**config.mk**
```make
export PLATFORM = sky130hd
export DESIGN_NAME = ct_sequencer
export DESIGN_NICKNAME = d
export VERILOG_FILES = /design/src/rtl/ct_sequencer.sv
export SDC_FILE = /design/constraint.sdc
export NUM_CORES = 1
export LEC_CHECK = 0
export ABC_AREA = 1
export CAP_MARGIN = 15
export CORE_MARGIN = 4
export CORE_UTILIZATION = 53
export CTS_BUF_LIST = sky130_fd_sc_hd__clkbuf_2
export CTS_CLUSTER_SIZE = 20
export DETAILED_ROUTE_END_ITERATION = 7
export GPL_ROUTABILITY_DRIVEN = 0
export PLACE_DENSITY = 0.74
export SKIP_CTS_REPAIR_TIMING = 1
export SYNTH_ARGS = -nofsm -noshare
export SYNTH_HDL_FRONTEND = slang
export SYNTH_SLANG_ARGS = --single-unit
```
**constraint.sdc**
```tcl
create_clock -name clk -period 2.26 [get_ports clk]
set_input_delay 0.452 -clock clk [delete_from_list [all_inputs] [get_ports clk]]
set_output_delay 0.452 -clock clk [all_outputs]
set_load 0.02 [all_outputs]
```
**src/rtl/ct_sequencer.sv**
```systemverilog
// ct_sequencer: calibration-tone window sequencer and TV/TH polarisation controller.
// Gates DDS2 OSK, drives the TR/LO switches and overrides RX channel power around a CT window.
// Optional feature macro: CT_REPEAT_EN (adds ct_repeat input for back-to-back windows).
module ct_sequencer #(
    parameter int unsigned       CNT_W     = 32,
    parameter int unsigned       RX_CH     = 3,
    parameter int unsigned       ARM_TO    = 1000000,
    parameter logic [RX_CH-1:0]  RX_CT_VAL = '0
) (
    input  logic             clk,
    input  logic             rst,
    input  logic [CNT_W-1:0] ct_period,
    input  logic [1:0]       tv_mode,
    input  logic             ad9914_update_2,
    input  logic             ad9914_trig_1,
    input  logic             ad9914_trig_2,
    input  logic             ad9914_osk_temp,
    input  logic [RX_CH-1:0] rx_ch_pwr_ctrl,
`ifdef CT_REPEAT_EN
    input  logic [7:0]       ct_repeat,
`endif
    output logic             ad9914_osk_2,
    output logic             tr,
    output logic             lo,
    output logic             tv,
    output logic [RX_CH-1:0] rx_ch_ctrl,
    output logic             ct_busy,
    output logic             ct_done,
    output logic             ct_timeout
);

    typedef enum logic [1:0] {StIdle, StArmed, StRun, StDone} state_e;

    // Last arm_cnt value before timeout; only meaningful when ARM_TO != 0.
    localparam logic [CNT_W-1:0] ARM_LAST = CNT_W'(ARM_TO - 1);
    localparam logic [CNT_W-1:0] CNT_ONE  = CNT_W'(1);

    state_e           state;
    logic             ct_enable;
    logic [CNT_W-1:0] period_reg;
    logic [CNT_W-1:0] cnt;
    logic [CNT_W-1:0] arm_cnt;
`ifdef CT_REPEAT_EN
    logic [7:0]       rep_cnt;
`endif

    // [0],[1] form the 2-FF synchroniser, [2] is the edge-detect history bit.
    logic [2:0] upd_sync;
    logic [2:0] t1_sync;
    logic [2:0] t2_sync;
    logic       upd_p;
    logic       t1_p;
    logic       t2_p;

    // Synchronise the async AD9914 strobes into the clk domain.
    always_ff @(posedge clk) begin
        if (rst) begin
            upd_sync <= '0;
            t1_sync  <= '0;
            t2_sync  <= '0;
        end else begin
            upd_sync <= {upd_sync[1:0], ad9914_update_2};
            t1_sync  <= {t1_sync[1:0], ad9914_trig_1};
            t2_sync  <= {t2_sync[1:0], ad9914_trig_2};
        end
    end

    // Rising-edge detect on the synchronised strobes.
    always_comb begin
        upd_p = upd_sync[1] & ~upd_sync[2];
        t1_p  = t1_sync[1] & ~t1_sync[2];
        t2_p  = t2_sync[1] & ~t2_sync[2];
    end

    // CT sequencing FSM with registered enable and status pulses.
    always_ff @(posedge clk) begin
        if (rst) begin
            state      <= StIdle;
            ct_enable  <= 1'b0;
            ct_done    <= 1'b0;
            ct_timeout <= 1'b0;
            period_reg <= '0;
            cnt        <= '0;
            arm_cnt    <= '0;
`ifdef CT_REPEAT_EN
            rep_cnt    <= '0;
`endif
        end else begin
            ct_done    <= 1'b0;
            ct_timeout <= 1'b0;
            case (state)
                StIdle: begin
                    if (upd_p) begin
                        state      <= StArmed;
                        period_reg <= ct_period;
                        arm_cnt    <= '0;
                        ct_enable  <= 1'b1;
`ifdef CT_REPEAT_EN
                        rep_cnt    <= ct_repeat;
`endif
                    end
                end
                StArmed: begin
                    // Trigger beats a coincident update; period stays as armed.
                    if (t2_p) begin
                        state <= StRun;
                        cnt   <= '0;
                    end else if (upd_p) begin
                        period_reg <= ct_period;
                        arm_cnt    <= '0;
`ifdef CT_REPEAT_EN
                        rep_cnt    <= ct_repeat;
`endif
                    end else if ((ARM_TO != 0) && (arm_cnt == ARM_LAST)) begin
                        state      <= StIdle;
                        ct_enable  <= 1'b0;
                        ct_timeout <= 1'b1;
                    end else if (arm_cnt != '1) begin
                        arm_cnt <= arm_cnt + CNT_ONE;
                    end
                end
                StRun: begin
                    // Stops at period_reg, so the count never wraps even for all-ones.
                    if (cnt == period_reg) begin
                        state   <= StDone;
                        ct_done <= 1'b1;
`ifdef CT_REPEAT_EN
                        ct_enable <= (rep_cnt > 8'd1);
`else
                        ct_enable <= 1'b0;
`endif
                    end else begin
                        cnt <= cnt + CNT_ONE;
                    end
                end
                StDone: begin
`ifdef CT_REPEAT_EN
                    if (rep_cnt > 8'd1) begin
                        rep_cnt   <= rep_cnt - 8'd1;
                        state     <= StArmed;
                        arm_cnt   <= '0;
                        ct_enable <= 1'b1;
                    end else begin
                        rep_cnt   <= '0;
                        state     <= StIdle;
                        ct_enable <= 1'b0;
                    end
`else
                    state     <= StIdle;
                    ct_enable <= 1'b0;
`endif
                end
                default: begin
                    state     <= StIdle;
                    ct_enable <= 1'b0;
                end
            endcase
        end
    end

    // Polarisation select; toggle modes continue from the current value.
    always_ff @(posedge clk) begin
        if (rst) begin
            tv <= 1'b1;
        end else begin
            unique case (tv_mode)
                2'b00: tv <= 1'b0;
                2'b01: tv <= 1'b1;
                2'b11: if (t1_p) tv <= ~tv;
                2'b10: if (ct_done) tv <= ~tv;
            endcase
        end
    end

    // Front-end switch outputs follow the registered CT enable.
    always_comb begin
        ad9914_osk_2 = ct_enable & ad9914_osk_temp;
        tr           = ct_enable;
        lo           = ct_enable;
        rx_ch_ctrl   = ct_enable ? RX_CT_VAL : rx_ch_pwr_ctrl;
        ct_busy      = ct_enable;
    end

endmodule

```
==> out/qor.csv, run 1 <==
stage;metric;value;unit
setup_path;cell_by_cell_trace_of_the_critical_path;clkdlybuf4s50_1;
pwr;cellLeakagePower;2.641;nW
yosys;synth_area_leader_cell;dfxtp_1;
cts;insertion_delay;0.64;ns
grt;number_of_global_route_vias_before_repair;6016;
routing;antenna_violating_nets_post_route;0;
sta;transition_at_the_pin_with_the_smallest_max_transition_slack;0.6881;ns
yosys;synth.area.top_cells;dfxtp_1, nand2_1, nor2_1;
yosys;netlist-cell-type-count;37;
routing;routed-via-count;6901;
floorplan;floorplan.die.height;120.9;µm
setup_path;cpPeakStageDelay;0.62;ns
yosys;syn_avg_cell_area;6.166;µm²
setup_path;timing.critical_path.fanout_max;8;
sta;finalHoldViolations;0;
placed_design;port_buffer_count;52;
cts;cts_buffers;9;
floorplan;num_rows;40;
yosys;yosys_register_bits;111;
yosys;count_of_warnings_emitted_by_yosys;0;
cts;cts_tree;done;
grt;grt_pass1_wl;28570;µm
cts;clk_path_buf_depth;2;
sta;fin_worst_hold_slack;0.1436;ns
grt;grt_overflow_total;0;
routing;viasPerCell;5.280;
grt;grt_start_max_net_pins;65;
setup_path;critPathLaunchType;flop;
final_layout;top_library_cells_by_usage_in_the_layout_fill_and_taps_aside;nand2_1, nor2_1, inv_1;
routing;drc_errors;0;
run;cap_viol_max_count;0;
routing;drc_violation_total_after_the_first_tritonroute_iteration;550;
yosys;netlist.area_leader.share;32.88;%
cts;cts_sinks;111;
final_layout;mostFrequentLayoutCell;nand2_1;
yosys;syn-num-nets;1141;
setup_path;critical_path.top_delay_family;buffers and inverters;
final_layout;areaGrowthSynthToFinish;12.48;%
routing;drt_pre_antenna_iters;6;
sta;setup_viol;0;
sta;rsz_0062_raised_after_global_routing;false;
floorplan;design.core.area;12260;µm²
sta;timing.max_slew.rel_slack;53.86;%
setup_path;worstSetupEndpointType;output port;
cts;clock_pin_slew_reported_for_the_worst_setup_and_hold_paths_after_clock_tree_synthesis;0.30;ns
routing;route.final.wire_length;17230;µm
placed_design;dp_hpwl;12400;µm
grt;number_of_antenna_violations_at_the_first_check_in_global_routing;1;
pwr;power.density;474.6;nW/µm²
min_path;timing.hold.worst.class;input port to flop;
placed_design;detailed_place.area;7427;µm²
pwr;peakVddDrop;0.3817;mV
sta;period_minus_slack;2.166;ns
cts;clk_root_buffer_cell;clkbuf_2;
setup_path;critPathBufInv;1;
floorplan;start_util;55.11;%
yosys;mappedNetlistArea;6758;µm²
sta;clock.fmax;461.7;MHz
setup_path;required;1.81;ns
setup_path;cpMaxStageDelayCell;clkdlybuf4s50_1;
routing;drt-wirelength-per-cell;13.18;µm
final_layout;drive_above_1_share;5.536;%
grt;grt.total_usage;23.57;%
floorplan;die-area;14620;µm²
setup_path;data_arrival_time_of_the_worst_path;1.71;ns
sta;fin_worst_skew;0.03289;ns
sta;drv_slew;0;
cts;cts_htree_levels;3;
floorplan;floorplan.die.width;120.9;µm
status;status;finished clean;
final_layout;final_net_count;1178;
yosys;synth_sequential_area_ratio;32.88;%
final_layout;finish.instance_area;7601;µm²
floorplan;top_level_ports;53;
sta;period_share;95.84;%
yosys;synthCells;1096;
setup_path;critPathKind;flop to output port;
stage by stage:
step / utilization (%) / TNS [ns] / std cells / setup WS (ns) / power (mW)
floorplan: - / 0 / 1096 / 0.4368 / 2.422
global route: 61.99 / 0 / 1307 / 0.004712 / 3.781
finish: 61.99 / 0 / 1307 / 0.09398 / 3.608
global placement: 60.57 / 0 / 1289 / 0.1938 / 2.597
detailed placement: 60.57 / 0 / 1289 / 0.1470 / 2.606
CTS: 61.61 / -0.5517 / 1305 / -0.1525 / 3.628
layout make-up:
class                      instances  area [µm²]
fill                            1222        4661
multi-input combinational        803        3809
sequential                       111        2233
timing repair buffer              74       715.7
inverter                         134       503.0
tap                              168       210.2
clock inverter                     5       72.57
clock buffer                      11       55.05
antenna                            1       2.502
logic make-up (layout without fill, tap and decap cells):
logic type	Yosys count	count (layout)	synth area share, %
xor gates and xnor gates	47	47	6.092
other	0	1	0
AOI/OAI and AO/OA	149	149	11.33
and+or+nand+nor	604	605	38.23
buffers and inverters	183	224	11.09
DFF	111	111	32.88
adders and majority gates	2	2	0.3702
where the power goes:
part	total, mW	switching (mW)	internal [mW]
logic	0.508	0.296	0.212
registers	2.07	0.0478	2.03
clock network	1.03	0.659	0.366
Yosys cell counts, drive strengths merged:
cell,count
nand2,268
nor2,178
inv,133
dfxtp,111
nand3,94
a21oi,90
o21ai,54
nor3,37
xnor2,34
buf,27
clkbuf,22
nand4,16
xor2,13
nor4,7
ha,2
nor3b,2
o211ai,2
a21boi,1
and2,1
clkinv,1
nand3b,1
o21bai,1
o31ai,1
path summary, 6_finish.rpt:
check	from	endpoint	slack, ns	cells past startpoint
max	ct_busy	ct_busy	0.09	1
max reg2reg	arm_cnt[7]	arm_cnt[23]	0.15	9
min	rst	ct_busy	0.14	4
min reg2reg	t2_sync[0]	t2_sync[1]	0.43	2
layer usage:
metal	track usage, %	vias up	share of wire [%]
met1	35.46	3048	49
met2	34.56	271	40
met3	5.268	20	9.3
met5	0	-	0
li1	-	3562	-
met4	4.603	0	1.1
Power figures use the tool's default switching activity.
==> run 2, diff against run 1 <==
Settings changed: CORE_ASPECT_RATIO set to 1.75, SLEW_MARGIN set to 25.
==> run 2 against run 1 <==
- combinational power hardly changed
- worst hold slack better by 0.11 ns
- clock skew is 0.0080 ns lower
- critical endpoint is now tr
- highest routed layer unchanged
==> out/qor.csv, run 2 (synthesis gave the netlist of run 1 again) <==
stage;metric;value;unit
cts;cts_tree;done;
setup_path;critPathLaunchType;flop;
sta;fin_worst_skew;0.02486;ns
placed_design;detailed_place.area;7522;µm²
floorplan;start_util;54.06;%
final_layout;mostFrequentLayoutCell;nand2_1;
final_layout;areaGrowthSynthToFinish;13.87;%
grt;grt_start_max_net_pins;65;
pwr;power.density;466.6;nW/µm²
grt;number_of_global_route_vias_before_repair;6606;
routing;drc_violation_total_after_the_first_tritonroute_iteration;265;
sta;setup_viol;0;
setup_path;worstSetupEndpointType;output port;
grt;grt.total_usage;25.95;%
sta;rsz_0062_raised_after_global_routing;false;
routing;drc_errors;0;
final_layout;finish.instance_area;7695;µm²
sta;drv_slew;0;
placed_design;port_buffer_count;52;
sta;period_minus_slack;2.172;ns
pwr;internal-power;2.525;mW
final_layout;final_net_count;1189;
cts;clk_path_buf_depth;2;
final_layout;multi_input_comb_area;3800;µm²
setup_path;data_arrival_time_of_the_worst_path;1.72;ns
placed_design;dp_hpwl;14260;µm
pwr;peakVddDrop;0.2344;mV
sta;period_share;96.11;%
sta;transition_at_the_pin_with_the_smallest_max_transition_slack;0.6270;ns
floorplan;die-area;14690;µm²
floorplan;top_level_ports;53;
setup_path;required;1.81;ns
routing;routed-via-count;6974;
cts;cts_htree_levels;3;
final_layout;fill_cells;1258;
setup_path;critical_path.top_delay_family;buffers and inverters;
pwr;net-switching-power;1.065;mW
setup_path;critPathBufInv;1;
final_layout;drive_above_1_share;6.527;%
cts;cts_sinks;111;
pwr;sequentialPowerShare;57.9;%
sta;timing.max_slew.rel_slack;58.20;%
final_layout;post-route-util;61.56;%
final_layout;sequential_cell_area;2230;µm²
pwr;power_switching_share;29.67;%
run;cap_viol_max_count;0;
setup_path;critPathKind;flop to output port;
sta;finalHoldViolations;0;
routing;drt-wirelength-per-cell;14.09;µm
grt;number_of_antenna_violations_at_the_first_check_in_global_routing;1;
grt;grt_overflow_total;0;
cts;clock_pin_slew_reported_for_the_worst_setup_and_hold_paths_after_clock_tree_synthesis;0.31;ns
floorplan;floorplan.die.height;157.4;µm
final_layout;top_library_cells_by_usage_in_the_layout_fill_and_taps_aside;nand2_1, nor2_1, inv_1;
setup_path;cpMaxStageDelayCell;clkdlybuf4s50_1;
setup_path;cell_by_cell_trace_of_the_critical_path;clkdlybuf4s50_1;
setup_path;cpPeakStageDelay;0.61;ns
pwr;clock_power_share;27.8;%
routing;viasPerCell;5.291;
cts;clk_root_buffer_cell;clkbuf_2;
routing;antenna_violating_nets_post_route;0;
floorplan;num_rows;54;
cts;insertion_delay;0.63;ns
cts;cts_buffers;9;
pwr;cellLeakagePower;2.732;nW
status;status;finished clean;
routing;drt_pre_antenna_iters;6;
setup_path;timing.critical_path.fanout_max;8;
routing;route.final.wire_length;18570;µm
floorplan;floorplan.die.width;93.36;µm
floorplan;design.core.area;12500;µm²
min_path;timing.hold.worst.class;input port to flop;
pwr;comb_power_share;14.2;%
sta;clock.fmax;460.4;MHz
grt;grt_pass1_wl;30260;µm
==> run 2: path summary, 6_finish.rpt <==
check / cells after the start / start / to / slack (ns)
worst max-delay path: 1 / ct_busy / tr / 0.09
worst max register to register: 12 / arm_cnt[1] / arm_cnt[28] / 0.18
worst min register to register: 2 / upd_sync[0] / upd_sync[1] / 0.42
worst min-delay path: 4 / rst / arm_cnt[30] / 0.26
==> run 2: area by class of cell <==
type                    instances  area share (%)
inverters                     134           6.537
multi-input cells             802           49.38
repair buffers                 86           10.73
clock buffers                   9          0.5854
clock inverters                 7           1.024
flip-flops and latches        111           28.98
well taps                     168           2.732
diodes                          1         0.03252
==> run 2: routing by layer <==
metal / part of all wire (%) / GRT usage (%) / routed length (µm)
met1: 34 / 23.94 / 6397
met2: 56 / 50.75 / 10400
met3: 3.2 / 3.778 / 591
met4: 6.4 / 17.47 / 1185
met5: 0 / 0 / 0
==> run 2: power by group through the flow <==
stage          Combinational, mW  Sequential [mW]  Clock (mW)
6_report                   0.511             2.08        1.00
5_1_grt                    0.569             2.09        1.11
4_1_cts                    0.510             2.08        1.02
3_5_place_dp               0.509             2.11           0
3_3_place_gp               0.502             2.11           0
2_1_floorplan              0.320             2.10           0
==> run 2: metrics by stage <==
| stage | setup WS, ns | power, mW | hold WS [ns] | setup TNS, ns | instances |
|---|---|---|---|---|---|
| 6_report | 0.08802 | 3.590 | 0.2550 | 0 | 1318 |
| 3_3_place_gp | 0.1714 | 2.612 | 0.3910 | 0 | 1300 |
| 4_1_cts | -0.2392 | 3.611 | 0.2572 | -1.201 | 1316 |
| 3_5_place_dp | 0.04334 | 2.621 | 0.3972 | 0 | 1300 |
| 5_1_grt | 0.005204 | 3.765 | 0.2451 | 0 | 1318 |
| 2_1_floorplan | 0.4368 | 2.422 | 0.3883 | 0 | 1096 |
==> run 3, diff against run 2 <==
--- a/config.mk
+++ b/config.mk
@@ -17,2 +17,3 @@
 export PLACE_DENSITY = 0.74
+export SETUP_SLACK_MARGIN = 0.15
 export SKIP_CTS_REPAIR_TIMING = 1
--- a/constraint.sdc
+++ b/constraint.sdc
@@ -3,2 +3,2 @@
 set_output_delay 0.452 -clock clk [all_outputs]
-set_load 0.02 [all_outputs]
+set_load 0.01 [all_outputs]
==> run 3 against run 2 <==
- clock power fell by 18%
- global-route usage is 0.23 points lower
- final cell count up 0.30%
- flip-flop and latch count did not move
- count of clock-buffer cells in the layout is the same
- critical path depth up 8
- design area rose by 0.88%
- core utilization up 0.54 points
- via count is 1.3% higher
- combinational power grew 2%
- worst hold slack better by 0.057 ns
- register-to-register slack improved by 0.06 ns
- highest routed layer unchanged
==> out/qor.csv, run 3 (synthesis gave the netlist of run 1 again) <==
stage;metric;value;unit
final_layout;post-route-util;62.10;%
routing;drt_pre_antenna_iters;7;
floorplan;die-area;14690;µm²
cts;cts_htree_levels;3;
cts;insertion_delay;0.61;ns
sta;clock.fmax;494.6;MHz
routing;route.final.wire_length;18770;µm
routing;antenna_violating_nets_post_route;0;
setup_path;critPathKind;flop to flop;
final_layout;mostFrequentLayoutCell;nand2_1;
routing;drt-wirelength-per-cell;14.20;µm
sta;setup_viol;0;
min_path;whs_path_depth;3;
pwr;power.density;440.8;nW/µm²
routing;drc_violation_total_after_the_first_tritonroute_iteration;274;
sta;totalNegativeSetupSlack;0;ns
pwr;cellLeakagePower;2.735;nW
run;cap_viol_max_count;0;
setup_path;timing.critical_path.fanout_max;6;
final_layout;final_net_count;1193;
sta;postLayoutSetupSlackWorst;0.2381;ns
cts;clock_pin_slew_reported_for_the_worst_setup_and_hold_paths_after_clock_tree_synthesis;0.29;ns
setup_path;required;2.78;ns
setup_path;ff2ff_path_depth;9;
setup_path;critPathLaunchType;flop;
floorplan;floorplan.die.height;157.4;µm
final_layout;sequential_cell_area;2238;µm²
cts;clk_path_buf_depth;2;
final_layout;multi_input_comb_area;3865;µm²
pwr;design_power_total;3.421;mW
grt;grt.total_usage;25.72;%
sta;transition_at_the_pin_with_the_smallest_max_transition_slack;0.7802;ns
routing;drc_errors;0;
final_layout;top_library_cells_by_usage_in_the_layout_fill_and_taps_aside;nand2_1, nor2_1, inv_1;
grt;grt_start_max_net_pins;65;
min_path;timing.hold.worst.class;input port to flop;
sta;timing.max_slew.rel_slack;47.93;%
placed_design;total_instance_count_after_detailed_placement;1297;
pwr;peakVddDrop;0.3118;mV
status;status;finished clean;
final_layout;instances_no_fill;1322;
sta;finalHoldViolations;0;
placed_design;placement.setup.worst_slack;0.1028;ns
routing;viasPerCell;5.345;
floorplan;design.core.area;12500;µm²
grt;grt_pass1_wl;30150;µm
cts;cts_tree;done;
cts;clk_root_buffer_cell;clkbuf_2;
sta;fin_worst_skew;0.01802;ns
cts;cts_buffers;9;
grt;number_of_global_route_vias_before_repair;6570;
floorplan;top_level_ports;53;
sta;period_minus_slack;2.022;ns
sta;period_share;89.46;%
placed_design;port_buffer_count;52;
grt;grt_overflow_total;0;
floorplan;num_rows;54;
sta;drv_slew;0;
grt;number_of_antenna_violations_at_the_first_check_in_global_routing;1;
floorplan;floorplan.die.width;93.36;µm
setup_path;data_arrival_time_of_the_worst_path;2.54;ns
setup_path;worstSetupEndpointType;flop;
final_layout;areaGrowthSynthToFinish;14.87;%
floorplan;start_util;54.06;%
setup_path;worst-r2r-setup-slack;0.24;ns
final_layout;drive_above_1_share;7.719;%
routing;routed-via-count;7066;
final_layout;fill_cells;1211;
cts;cts_sinks;111;
placed_design;dp_hpwl;14270;µm
sta;rsz_0062_raised_after_global_routing;true;
## run 3: cell types whose count changed in the layout (fill, tap and decap cells not counted), moves of 2 or more
cell	previous run	this run
buf_4	31	34
nor3_2	0	3
nor2_1	172	169
nor3_1	36	33
nor2_2	4	7
dfxtp_1	107	102
clkinv_4	1	4
dfxtp_2	3	7
inv_8	2	0
## run 3: final timing paths
kind                        start     endpoint
setup / recovery       arm_cnt[8]  arm_cnt[13]
setup reg to reg       arm_cnt[8]  arm_cnt[13]
hold / removal    ad9914_update_2  upd_sync[0]
hold reg to reg        t1_sync[0]   t1_sync[1]
## run 3: critical path, cell delays in order (launching register included)
cell	delay, ns
dfxtp_1	0.52
inv_1	0.16
nor3_1	0.36
nand2_1	0.18
nor2_1	0.32
nand2_1	0.09
nand3_1	0.11
nor2_1	0.05
nand3_1	0.07
a21oi_1	0.06
## run 3: power by group
group	total, mW	switching, mW	internal [mW]
clock network	0.825	0.678	0.147
registers	2.08	0.0487	2.03
logic	0.520	0.291	0.230
## run 3: metal layers
metal	wire, µm	track usage (%)	vias up
met5	0	0	-
met4	1299	17.68	0
met3	803	3.922	80
met2	10410	49.80	206
met1	6255	23.92	3197
li1	-	-	3583
## run 3: metrics by stage
stage          hold slack [ns]  cell area [µm²]
3_5_place_dp            0.3956             7500
6_report                0.3121             7762
3_3_place_gp            0.3905             7500
4_1_cts                 0.2733             7595
5_1_grt                 0.2667             7762
2_1_floorplan           0.3883             6758
## run 3: final cells by class
type / instances / area share (%)
well taps: 168 / 2.708
diodes: 1 / 0.03224
repair buffers: 89 / 10.93
multi-input cells: 803 / 49.79
flip-flops and latches: 111 / 28.84
clock inverters: 7 / 0.6447
clock buffers: 9 / 0.5803
inverters: 134 / 6.480
